--- src/rtl/move_input_conditioner.sv ---
// move_input_conditioner: synchronises and debounces four active-low buttons and divides a frame strobe into an update pulse.
// Define MOVE_OPPOSITE_MASK_EN to release both members of an opposing pair while both are held.
module move_input_conditioner #(
  parameter int DEBOUNCE_CYCLES = 250000,
  parameter int CNT_W = 18,
  parameter int V_TRIGGER = 480,
  parameter int UPDATE_DIV = 1,
  parameter int DIV_W = 4
) (
  input  logic       clk,
  input  logic       rst,
  input  logic       btn_up_n,
  input  logic       btn_down_n,
  input  logic       btn_left_n,
  input  logic       btn_right_n,
  input  logic [9:0] xCount,
  input  logic [9:0] yCount,
  output logic       up,
  output logic       down,
  output logic       left,
  output logic       right,
  output logic       update
);
  logic [3:0] raw, s1_q, s2_q, stable_q;
  logic [CNT_W-1:0] cnt_q [4];
  logic [DIV_W-1:0] div_q;
  logic match, match_q, strobe, update_q;
  assign raw = {btn_up_n, btn_down_n, btn_left_n, btn_right_n};
  always_ff @(posedge clk) begin
    if (rst) begin
      s1_q <= '1;
      s2_q <= '1;
      stable_q <= '1;
      for (int i = 0; i < 4; i++) cnt_q[i] <= '0;
    end else begin
      s1_q <= raw;
      s2_q <= s1_q;
      for (int i = 0; i < 4; i++) begin
        if (s2_q[i] == stable_q[i]) cnt_q[i] <= '0;
        else if (cnt_q[i] == CNT_W'(DEBOUNCE_CYCLES - 1)) begin
          stable_q[i] <= s2_q[i];
          cnt_q[i] <= '0;
        end else cnt_q[i] <= cnt_q[i] + CNT_W'(1);
      end
    end
  end
  // Edge-detect the match so a slow pixel clock still yields one strobe per frame.
  assign match = (xCount == 10'd0) && (yCount == 10'(V_TRIGGER));
  assign strobe = match & ~match_q;
  always_ff @(posedge clk) begin
    if (rst) begin
      match_q <= 1'b0;
      div_q <= '0;
      update_q <= 1'b0;
    end else begin
      match_q <= match;
      update_q <= strobe && (div_q == DIV_W'(UPDATE_DIV - 1));
      if (strobe) div_q <= (div_q == DIV_W'(UPDATE_DIV - 1)) ? '0 : div_q + DIV_W'(1);
    end
  end
  assign update = update_q;
`ifdef MOVE_OPPOSITE_MASK_EN
  logic ud_both, lr_both;
  assign ud_both = ~(stable_q[3] | stable_q[2]);
  assign lr_both = ~(stable_q[1] | stable_q[0]);
  assign {up, down, left, right} = stable_q | {ud_both, ud_both, lr_both, lr_both};
`else
  assign {up, down, left, right} = stable_q;
`endif
endmodule

--- config.mk ---
export PLATFORM = sky130hd
export DESIGN_NAME = move_input_conditioner
export DESIGN_NICKNAME = d
export VERILOG_FILES = /design/src/rtl/move_input_conditioner.sv
export SDC_FILE = /design/constraint.sdc
export NUM_CORES = 1
export LEC_CHECK = 0
export BUFFER_PORTS_ARGS = -buffer_cell sky130_fd_sc_hd__buf_4
export CORE_UTILIZATION = 61
export DETAILED_ROUTE_END_ITERATION = 8
export PLACE_DENSITY_LB_ADDON = 0.15
export SYNTH_ARGS = -nofsm -noshare
export SYNTH_HDL_FRONTEND = slang
export SYNTH_SLANG_ARGS = --single-unit
--- constraint.sdc ---
create_clock -name clk -period 2.9 [get_ports clk]
set_clock_uncertainty 0.05 [all_clocks]
set_input_delay 0.145 -clock clk [delete_from_list [all_inputs] [get_ports clk]]
set_output_delay 0.145 -clock clk [all_outputs]
set_load 0.03 [all_outputs]
==> run summary <==
TritonCTS Buffers: 9
Grt ovf: 0
Hold path depth: 2
Min Hold Slack: 116 ps
Die width: 90.3 um
Syn_area_per_cell: 10.6 um2
Detailed placement HPWL: 6400 um
Dominant synthesized flop cell: edfxtp_1
Syn Std Cell Area: 4750 um2
Nets: 592
Pwr/cell area: 423 nW/um2
Yosys warnings: 0
Clock-pin transition on the worst setup and hold timing paths: 80 ps
Die footprint: 8150 um2
RR Endpoint: cnt_q[3][16]$_SDFFCE_PN0P_
Final hold viol count: 0
Leak: 1.88 nW
Core area: 7410 um2
Routability Congestion: 0.831
Synthesized flop and latch total: 90
Number of synthesized flops with an enable pin: 72
P&R area growth vs syn: 16.8%
Flop2flop setup slack: 610 ps
Worst EP arrival: 2340 ps
Clock sinks: 90
Outcome: completed
Vias: 3589
Routed WL: 8880 um
Post CTS Setup Buffer Count: 0
Drt drc: 0
VDD IR max: 0.240 mV
Hold Startpoint: rst
Cells on worst reg2reg path: 5
Global-route met3 utilization: 0.0370
WP data required: 2960 ps
Via density: 5.41
Clock Path Buffers: 2
WHS Endpoint: div_q[0]$_SDFFE_PP0P_
Post-synth cell types: 41
Crit path kind: reg2reg
Post-synthesis sequential area ratio: 0.531
DRT Pass-1 Iters: 4
IO Pins: 31
Num rows: 31
Slowest cell on crit path: o41ai_4
Area of the multi-input gates: 2410 um2
Crit-path max FO: 11
H-Tree Depth: 3
Total GRT Usage: 0.236
Met1 Resource Use GR: 0.289
Number of global-route vias before repair: 3587
Largest net degree at the start of global routing: 27
Diode count: 0
Number of fill cells in the layout: 543
First-pass GRT wire length: 15500 um
Sum Neg Setup Slack: 0 ps
Initial antenna violation count: 0
Max Cap Viol: 0
Avg WL per Cell: 13.4 um
Final setup fails: 0
Final worst-path cycle share: 0.788
Critical Path End Type: flop
CTS Root Cell: clkbuf_8
RSZ-0062 raised after global routing: no
Max incr delay on CP: 670 ps
Clock Latency Late Sink: 350 ps
F_max: 0.437 GHz
Async S/R FF share, synth: 0
Busiest grt layer: met2
CP Launch Type: flop
Met2 usage in global routing: 0.406
Worst Max-Slew Pin Slew: 811 ps
Max_slew headroom: 0.455
Fin crit period: 2290 ps
TritonCTS clock tree: built
Cell count after synthesis: 448
Min-delay worst type: in2reg
Initial core utilization: 0.642
Initial DRC count: 185
Register area: 2520 um2
Final Max Slew Viols: 0
Share of layout cells above drive strength 1: 0.117
Final ANT Viol Nets: 0
Critical path cell sequence: ha_1 > nand3_1 > o41ai_4 > buf_4 > nor2_1
Port Buf Inserts: 30
FF-to-FF Start: cnt_q[3][0]$_SDFFCE_PN0P_
Final Core Density: 0.750
Die Height: 90.3 um
synth_stat cells (4+ instances only):
master | instances | area, um2
dfxtp_1 | 18 | 360
and4_1 | 4 | 35.0
buf_2 | 4 | 20.0
nor4_1 | 28 | 175
or3_1 | 5 | 31.3
inv_1 | 14 | 52.6
a21oi_1 | 11 | 55.1
xor2_1 | 16 | 140
or4_1 | 5 | 37.5
nand3_1 | 27 | 135
nor2_1 | 90 | 338
nand2_1 | 18 | 67.6
mux2i_1 | 5 | 50.1
edfxtp_1 | 72 | 2160
xnor2_1 | 45 | 394
o41ai_4 | 4 | 110
or2_2 | 10 | 62.6
nand4_1 | 19 | 119
o21ai_0 | 7 | 35.0
ha_1 | 6 | 75.1
nor3_1 | 9 | 45.0
worst max path at each step:
stage	startpoint	endpoint	cells after the start
after floorplan	cnt_q[0][0]$_SDFFCE_PN0P_	cnt_q[0][10]$_SDFFCE_PN0P_	5
after global placement	cnt_q[3][0]$_SDFFCE_PN0P_	cnt_q[3][15]$_SDFFCE_PN0P_	5
after detailed placement	cnt_q[3][0]$_SDFFCE_PN0P_	cnt_q[3][16]$_SDFFCE_PN0P_	5
after CTS	cnt_q[3][0]$_SDFFCE_PN0P_	cnt_q[3][16]$_SDFFCE_PN0P_	5
after global routing	cnt_q[3][0]$_SDFFCE_PN0P_	cnt_q[3][16]$_SDFFCE_PN0P_	5
final	cnt_q[3][0]$_SDFFCE_PN0P_	cnt_q[3][16]$_SDFFCE_PN0P_	5
cells in the final DEF, fill, tap and decap left out, types with 2 or more instances in the layout:
cell / netlist / routed
buf_4: 0 / 34
and2_1: 2 / 2
and4_1: 4 / 4
o21ai_0: 7 / 7
dfxtp_1: 18 / 18
o31ai_1: 3 / 3
inv_1: 14 / 14
a21oi_1: 11 / 11
nand3b_1: 3 / 3
xnor2_1: 45 / 45
nor2_1: 90 / 90
conb_1: 1 / 72
mux2i_1: 5 / 5
or3_1: 5 / 5
nand4_2: 2 / 2
clkbuf_8: 0 / 9
nand2_1: 18 / 18
xor2_1: 16 / 16
nor4b_1: 3 / 3
clkinv_1: 0 / 2
nor3_1: 9 / 9
or2_2: 10 / 10
nand4_1: 19 / 19
o41ai_4: 4 / 4
ha_1: 6 / 6
edfxtp_1: 72 / 72
clkinv_2: 0 / 3
or4_1: 5 / 5
nand3_1: 27 / 27
dlygate4sd3_1: 0 / 4
nor2b_1: 2 / 2
nor4_1: 28 / 28
metal layers:
layer	vias to the layer above	part of all wire
met5	-	0
met4	0	0.029
met3	30	0.036
met2	98	0.49
met1	1669	0.44
li1	1792	-
per-stage QoR:
step / power (W) / setup slack, ps / cell area (um2) / std cells
after global placement: 0.00165 / 781 / 5360 / 644
final: 0.00235 / 613 / 5550 / 663
after CTS: 0.00236 / 658 / 5550 / 663
after global routing: 0.00245 / 503 / 5550 / 663
after floorplan: 0.00161 / 910 / 5020 / 519
after detailed placement: 0.00166 / 712 / 5360 / 644
repair_timing:
action	4_1_cts	5_1_grt
gates resized for setup	0	0
hold endpoints to repair	4	0
hold buffers	4	0
flip-flops by register name, indices dropped and copies added (netlist names):
signal / count
div_q: 4
cnt_q: 72
stable_q: 4
s2_q: 4
match_q: 1
s1_q: 4
update: 1
cell type report:
cell class,instances,area share
Clock inverter,5,0.00405
Tap cell,99,0.0223
Inverter,14,0.00946
Sequential cell,90,0.454
Timing Repair Buffer,38,0.0532
Multi-Input combinational cell,407,0.434
Clock buffer,10,0.0230
critical path: cells and delay by family, from the launching register on:
family                     cells  cell delay (ps)
DFF                            1              420
adders and majority gates      1              220
buffers and inverters          1              270
and+or+nand+nor                2              410
AOI/OAI and AO/OA              1              670
cells by family after synthesis:
| logic type | share of synthesized area |
|---|---|
| flip-flops | 0.531 |
| XOR/XNOR | 0.112 |
| AO/OA/AOI/OAI | 0.0468 |
| buffers and inverters | 0.0187 |
| adder cells (fa/ha/maj) | 0.0158 |
| AND/OR/NAND/NOR | 0.264 |
| other | 0.000789 |
| multiplexers | 0.0105 |
report_power, final:
group	internal [W]	total, W	switching [W]
Combinational	0.0000705	0.000143	0.0000730
Clock	0.000297	0.000708	0.000411
Sequential	0.00144	0.00150	0.0000581
Note: power is estimated with default switching activity, not from simulation.
